## src/rtl/bp_pkg.sv

```systemverilog
// Shared helpers for the branch direction predictor.
//   clog2     : ceiling log2 used to size table indices
//   sat_inc   : saturating increment of a width-bit counter
//   sat_dec   : saturating decrement of a width-bit counter
//   bht_hash  : bimodal / gshare table index hash
package bp_pkg;

  // Ceiling log2; clog2(1) = 0.
  function automatic int unsigned clog2(input int unsigned value);
    int unsigned r;
    r = 0;
    for (int unsigned i = 0; i < 32; i++) begin
      if ((64'(1) << r) < 64'(value)) r = r + 1;
    end
    return r;
  endfunction

  // All-ones value of a width-bit counter.
  function automatic logic [31:0] cnt_max(input int unsigned width);
    return (width >= 32) ? 32'hFFFF_FFFF : ((32'(1) << width) - 32'd1);
  endfunction

  function automatic logic [31:0] sat_inc(input logic [31:0] cnt, input int unsigned width);
    return (cnt >= cnt_max(width)) ? cnt_max(width) : cnt + 32'd1;
  endfunction

  function automatic logic [31:0] sat_dec(input logic [31:0] cnt, input int unsigned width);
    return (cnt == 32'd0) ? 32'd0 : cnt - 32'd1;
  endfunction

  // History is zero-extended into the low index bits; ghr_w = 0 is pure bimodal.
  function automatic logic [31:0] bht_hash(input logic [31:0] pc_slice,
                                           input logic [31:0] ghr,
                                           input int unsigned ghr_w);
    return (ghr_w == 0) ? pc_slice : (pc_slice ^ ghr);
  endfunction

endpackage

```

## src/rtl/bht_sat_counter.sv

```systemverilog
// One saturating direction counter of the branch history table.
//   clk, rst : clock and synchronous active-high reset
//   en       : apply an update this cycle
//   taken    : resolved direction (1 = count up, 0 = count down)
//   cnt_o    : registered counter value
module bht_sat_counter
  import bp_pkg::*;
#(
  parameter int unsigned CNT_W     = 2,
  parameter int unsigned RESET_CNT = (2 ** CNT_W) - 1
) (
  input  logic             clk,
  input  logic             rst,
  input  logic             en,
  input  logic             taken,
  output logic [CNT_W-1:0] cnt_o
);

  // Counter register; reset takes priority over any pending update.
  always_ff @(posedge clk) begin
    if (rst) begin
      cnt_o <= CNT_W'(RESET_CNT);
    end else if (en) begin
      if (taken) cnt_o <= CNT_W'(sat_inc(32'(cnt_o), CNT_W));
      else       cnt_o <= CNT_W'(sat_dec(32'(cnt_o), CNT_W));
    end
  end

endmodule

```

## src/rtl/branch_history_table.sv

```systemverilog
// Branch direction predictor: table of saturating counters indexed by PC,
// optionally XOR-hashed with a non-speculative global history (gshare).
//   clk, rst            : clock and synchronous active-high reset
//   lookup_pc_i         : fetch PC
//   predict_taken_o     : MSB of the selected counter (combinational)
//   predict_idx_o       : index used for this lookup (combinational)
//   update_valid_i      : a conditional branch resolved this cycle
//   update_idx_i        : index captured at that branch's fetch
//   update_taken_i      : resolved direction
//   update_mispredict_i : resolved direction differed from prediction
//   ghr_o               : current global history (0 when GHR_W = 0)
//   mispredict_cnt_o    : saturating count of resolved mispredicts
module branch_history_table
  import bp_pkg::*;
#(
  parameter int unsigned ENTRIES   = 64,
  parameter int unsigned CNT_W     = 2,
  parameter int unsigned PC_W      = 32,
  parameter int unsigned IDX_LSB   = 2,
  parameter int unsigned GHR_W     = 0,
  parameter int unsigned RESET_CNT = (2 ** CNT_W) - 1,
  localparam int unsigned IDX_W    = clog2(ENTRIES),
  localparam int unsigned GHR_OW   = (GHR_W > 0) ? GHR_W : 1
) (
  input  logic              clk,
  input  logic              rst,
  input  logic [PC_W-1:0]   lookup_pc_i,
  output logic              predict_taken_o,
  output logic [IDX_W-1:0]  predict_idx_o,
  input  logic              update_valid_i,
  input  logic [IDX_W-1:0]  update_idx_i,
  input  logic              update_taken_i,
  input  logic              update_mispredict_i,
  output logic [GHR_OW-1:0] ghr_o,
  output logic [31:0]       mispredict_cnt_o
);

  logic [CNT_W-1:0]  cnt_arr [ENTRIES];
  logic [GHR_OW-1:0] ghr_q;
  logic [IDX_W-1:0]  pc_slice;
  logic              unused_pc;

  assign pc_slice  = lookup_pc_i[IDX_LSB +: IDX_W];
  assign unused_pc = ^lookup_pc_i;

  // Counter array; each entry updates only when the resolved index selects it.
  for (genvar e = 0; e < ENTRIES; e++) begin : g_entry
    bht_sat_counter #(
      .CNT_W     (CNT_W),
      .RESET_CNT (RESET_CNT)
    ) u_cnt (
      .clk   (clk),
      .rst   (rst),
      .en    (update_valid_i && (update_idx_i == IDX_W'(e))),
      .taken (update_taken_i),
      .cnt_o (cnt_arr[e])
    );
  end

  // Global history shifts in the resolved direction, oldest bit falls off the top.
  if (GHR_W > 0) begin : g_ghr
    always_ff @(posedge clk) begin
      if (rst) begin
        ghr_q <= '0;
      end else if (update_valid_i) begin
        ghr_q <= GHR_OW'({ghr_q, update_taken_i});
      end
    end
  end else begin : g_no_ghr
    assign ghr_q = '0;
  end

  assign ghr_o = ghr_q;

  // Same-cycle lookup reads the flop array directly, so it sees pre-update values.
  assign predict_idx_o   = IDX_W'(bht_hash(32'(pc_slice), 32'(ghr_q), GHR_W));
  assign predict_taken_o = cnt_arr[predict_idx_o][CNT_W-1];

  // Mispredict counter, sticky at all-ones.
  always_ff @(posedge clk) begin
    if (rst) begin
      mispredict_cnt_o <= '0;
    end else if (update_valid_i && update_mispredict_i && (mispredict_cnt_o != 32'hFFFF_FFFF)) begin
      mispredict_cnt_o <= mispredict_cnt_o + 32'd1;
    end
  end

endmodule

```

## config.mk

```make
export PLATFORM = sky130hd
export DESIGN_NAME = branch_history_table
export DESIGN_NICKNAME = d
export VERILOG_FILES = /design/src/rtl/bp_pkg.sv /design/src/rtl/bht_sat_counter.sv /design/src/rtl/branch_history_table.sv
export SDC_FILE = /design/constraint.sdc
export NUM_CORES = 1
export LEC_CHECK = 0
export CAP_MARGIN = 20
export CORE_ASPECT_RATIO = 1.4
export CORE_MARGIN = 2
export CORE_UTILIZATION = 57
export CTS_CLUSTER_DIAMETER = 150
export DETAILED_ROUTE_END_ITERATION = 6
export PLACE_DENSITY_LB_ADDON = 0.15
export SLEW_MARGIN = 20
export SYNTH_ARGS = -nofsm -noshare
export SYNTH_HDL_FRONTEND = slang
export SYNTH_HIERARCHICAL = 1
export SYNTH_SLANG_ARGS = --single-unit
```

## constraint.sdc

```tcl
create_clock -name clk -period 8.16 [get_ports clk]
set_input_delay 1.632 -clock clk [delete_from_list [all_inputs] [get_ports clk]]
set_output_delay 1.632 -clock clk [all_outputs]
set_load 0.03 [all_outputs]
```

-- Yosys cells after proc, flatten, opt, wreduce, memory -nomap -nowiden
Index checks and enable logic that the tools add are counted.
- word-level logic and storage cells: 650
- output and inout port bits: 40
- register bits: 160
- input port bits: 43
- bitwise gates (word level): 1
- order comparisons: 65
- mux-type cells: 195
- equality and inequality tests: 64
- $add $sub $neg: 129
- reduce and logical (&&, ||, !) cells: 131
- operators with widths (operator ; count):
    2-bit two-way mux ; 194
    6-bit equality test (second input constant) ; 32
    2-bit by 1-bit adder with 2-bit output (second input constant) ; 64
    2-bit >= comparator (second input constant) ; 64
    2-bit logical NOT ; 64
    2-bit by 1-bit subtractor with 2-bit output (second input constant) ; 64
    6-bit by 5-bit equality test with 1-bit output (second input constant) ; 16
    1-bit logical AND ; 66
    6-bit by 4-bit equality test with 1-bit output (second input constant) ; 8
    32-bit by 1-bit adder with 32-bit output (second input constant) ; 1
    32-bit != test (second input constant) ; 1
    6-bit by 3-bit equality test with 1-bit output (second input constant) ; 4
    2-bit binary-select mux with 6-bit select ; 1
    6-bit by 2-bit equality test with 1-bit output (second input constant) ; 2
    7-bit >= comparator (second input constant) ; 1
    6-bit NOT with 7-bit output ; 1
    6-bit by 1-bit equality test with 1-bit output (second input constant) ; 1
    6-bit logical NOT ; 1

-- Longest topological paths before layout
- word-level depth: 4
- gate-level depth with buffers: 8
- gate-level depth less buffers: 6

-- By module
Netlist, hierarchy kept.
- modules (own cells, without submodules) (module ; cells each ; sequential area each (µm²) ; area each (µm²) ; instances):
    bht_sat_counter ; 11 ; 40.0 ; 90.1 ; 64
    branch_history_table ; 349 ; 640.6 ; 2730.1 ; 1

-- Least setup slack after synthesis
Ideal clock, no wire load.
- kind: input to output
- from: in lookup_pc_i[2]
- to: out predict_taken_o
- required time: 6.528 ns
- setup slack: 3.155 ns
- buffers on the path: 2
- stages: 7
- data arrival time: 3.373 ns
- cell sequence: clkbuf_1 buf_2 mux4_2 mux2i_1 mux2i_1 o311ai_0 nor3_1
- cells in the longest elaborated chain, start to end: 4
- RTL lines (what ; RTL line ; RTL):
    from (decl) ; branch_history_table.sv:27 ; input logic [PC_W-1:0] lookup_pc_i,
    6-bit NOT with 7-bit output (not written as such) ; branch_history_table.sv:77 ; assign predict_taken_o = cnt_arr[predict_idx_o][CNT_W-1];
    2-bit binary-select mux with 6-bit select ; branch_history_table.sv:77 ;
    2-bit two-way mux (not written as such) (2 in series) ; branch_history_table.sv:77 ;
    to (decl) ; branch_history_table.sv:28 ; output logic predict_taken_o,
No other way between the ends. The select of a mux whose other input is x is not followed.

-- Final worst setup path
- from: in lookup_pc_i[3]
- to: out predict_taken_o
Same word-level chain as after synthesis.

==> flow_summary.ini <==
[routing]
wirelength_mm = 19.86
drt-wirelength-per-cell_um = 15.17
num_vias = 7812
post_drt_via_cell_ratio = 5.968
drc = 0
drt-pass1-iter-count = 5
postRouteAntennaNets = 0
drt-initial-drc-count = 444

[critical_path]
worstPathCellList = clkdlybuf4s50_1 > buf_4 > mux4_2 > mux2i_1 > mux2i_1 > o311ai_0 > nor3_1 > clkdlybuf4s50_1
cp_max_fo = 9
critical_path_class = in -> out
arrival_ns = 4.66
slowest_stage = clkdlybuf4s50_1
cp-start-kind = primary input
endpoint_kind = primary output
crit_buf_inv = 3
worstPathRequired_ns = 6.53
crit_family = buffers and inverters
slowest_delay_ns = 0.78

[power_and_ir_drop]
power.leakage_nw = 3.386
switching_share_pct = 23.86
p_total_mw = 1.706
ir_drop_v = 0.0001573
power.share.combinational_pct = 5.7
p_per_area_nw_per_um2 = 174.2
p_int_mw = 1.299
p_switching_mw = 0.4070
p_seq_share_pct = 46.0
clkPwrFrac_pct = 48.3

[global_routing]
grt_pass1_vias = 6873
grt_max_degree = 133
groute.usage.overall_pct = 25.14
antenna_found_initial = 0
gr-total-overflow = 0
grt_pass1_wl_mm = 32.49

[synth]
syn_area_um2 = 8496
yosysTopAreaCellShare_pct = 37.70
avgSynthCellArea_um2 = 8.068
yosysSeqAreaShare_pct = 37.70
yosys.area.top_type = dfxtp_1
synth-edff-count = 0
synth_area_leaders = dfxtp_1 38%, a21oi_1 8.8%, or3_1 6.3%
synth.ff_latch_count = 160
synth.most_common_cell = dfxtp_1
netlist_top_cells_count = 160 x dfxtp_1, 149 x a21oi_1, 138 x nor2_1, 95 x nand2_1, 85 x or3_1
ys_async_sr_fraction_pct = 0
ys_types = 55
ys.flop_type = dfxtp_1
syn_nets = 1097
ys_warn_count = 6
syn_inst = 1053

[sta]
tightestPinTransition_ns = 0.9163
fin_worst_skew_ns = 0.008266
relSlewSlack_pct = 38.92
finalSetupTns_ns = 0
rsz0062_at_grt = false
fmax_mhz = 158.9
finalSetupViolCount = 0
drv_slew = 0
fin_crit_sh_pct = 77.12
fin_ws_ns = 1.867
hold_slack_ns = 0.5142
min_period_ns = 6.293
final_hold_viol_count = 0

[cts]
clock_path_buffers = 2
cts_tree = yes
cts_sinks = 160
cts_setup_buffers = 0
post_cts_resized = 0
cts_buffers = 17
hold_buffers = 0
cts_htree_levels = 4
cts_root_buffer = clkbuf_16
cts.clk_slew.worst_paths_ns = 0.07
insertion_delay_ns = 0.43

[job]
cap_violations = 0

[placed_design]
placed_cells = 1277
io_buffers = 55
placed_area_um2 = 9178
place_hpwl_mm = 13.08
dp_slack_ns = 1.869
globalplace.congestion = 0.8305

[finish]
drive_gt1_share_pct = 6.786
area_growth_pct = 15.29
layout.nets = 1151
utilization_pct = 67.51
n_antenna_cell = 0
fin_area_um2 = 9794
final_cells = 1309
fillers = 1226

[outcome]
status = completed

[floorplan]
start_util_pct = 58.55
die_area_um2 = 15910
num_rows = 52
fp.dieH_um = 148.5
coreArea_um2 = 14510
fp.dieW_um = 107.2
io_pins = 83

[hold_path]
min_path_type = reg -> reg
==> sequential cells by signal, indices dropped and copies added, names as in the netlist <==
name and flops:
g_entry.u_cnt/cnt_o 128, mispredict_cnt_o 32
==> cell usage in the layout (no fill, tap or decap), drive strengths merged, types with 3 or more instances in the layout <==
| cell type | netlist | layout |
|---|---|---|
| dfxtp | 160 | 160 |
| a21oi | 157 | 157 |
| nor2 | 138 | 138 |
| nand2 | 96 | 96 |
| o21ai | 87 | 87 |
| or3 | 85 | 85 |
| a21boi | 66 | 66 |
| nand2b | 64 | 64 |
| o21bai | 64 | 64 |
| clkdlybuf4s50 | 0 | 53 |
| clkbuf | 12 | 20 |
| nand3 | 17 | 17 |
| mux4 | 16 | 16 |
| inv | 5 | 10 |
| nand4 | 9 | 9 |
| mux2i | 6 | 6 |
| buf | 12 | 6 |
| nor3 | 5 | 5 |
| or4 | 5 | 5 |
| and4 | 5 | 5 |
| nor2b | 4 | 4 |
| o31ai | 4 | 4 |
| nor4 | 4 | 4 |
| nand3b | 3 | 3 |
| xnor2 | 3 | 3 |
| clkinvlp | 0 | 3 |
| and3 | 3 | 3 |
==> per-layer routing <==
metal	GRT usage (%)	vias up	wire length, µm
li1	-	3955	-
met4	9.740	0	474
met3	3.856	39	767
met2	43.07	185	9999
met1	31.68	3633	8622
met5	0	-	0
==> kinds of logic (layout without fill, tap and decap cells) <==
kind of cell / Yosys count / count (layout) / synth area share (%)
AND/OR/NAND/NOR: 446 / 446 / 26.89
other: 1 / 1 / 0.04414
flip-flops: 160 / 160 / 37.70
multiplexers: 24 / 24 / 5.214
AO/OA/AOI/OAI: 389 / 389 / 27.89
buffers and inverters: 29 / 96 / 1.797
XOR/XNOR: 3 / 3 / 0.3093
adder cells (fa/ha/maj): 1 / 1 / 0.1473
==> final timing paths <==
check / cells past startpoint / start / endpoint / slack, ns
setup reg to reg: 5 / mispredict_cnt_o[15] / mispredict_cnt_o[5] / 5.81
hold / removal: 2 / mispredict_cnt_o[5] / mispredict_cnt_o[5] / 0.51
hold reg to reg: 2 / mispredict_cnt_o[5] / mispredict_cnt_o[5] / 0.51
setup / recovery: 8 / lookup_pc_i[3] / predict_taken_o / 1.87
==> worst register-to-register path: stages, from the launching register on <==
cell and delay (ns):
dfxtp_1 0.45, nand4_4 0.19, or3_1 0.57, nor4_4 0.72
or4_1 0.23, a21oi_2 0.05
==> area by class of cell <==
type                       count  area [µm²]  share of cell area [%]
clock buffer                  20       466.7                   4.765
clock inverter                12       146.4                   1.495
inverter                       5       18.77                  0.1916
multi-input combinational    864        5140                   52.48
sequential                   160        3203                   32.70
tap                          189       236.5                   2.414
timing repair buffer          59       583.1                   5.953
==> power groups by stage <==
stage          clock [mW]  combinational [mW]  sequential, mW
2_1_floorplan           0              0.0478           0.802
3_3_place_gp            0              0.0948           0.802
3_5_place_dp            0              0.0963           0.802
4_1_cts             0.836              0.0966           0.784
5_1_grt             0.866               0.105           0.784
6_report            0.825              0.0972           0.784
Note: power is estimated with default switching activity, not from simulation.
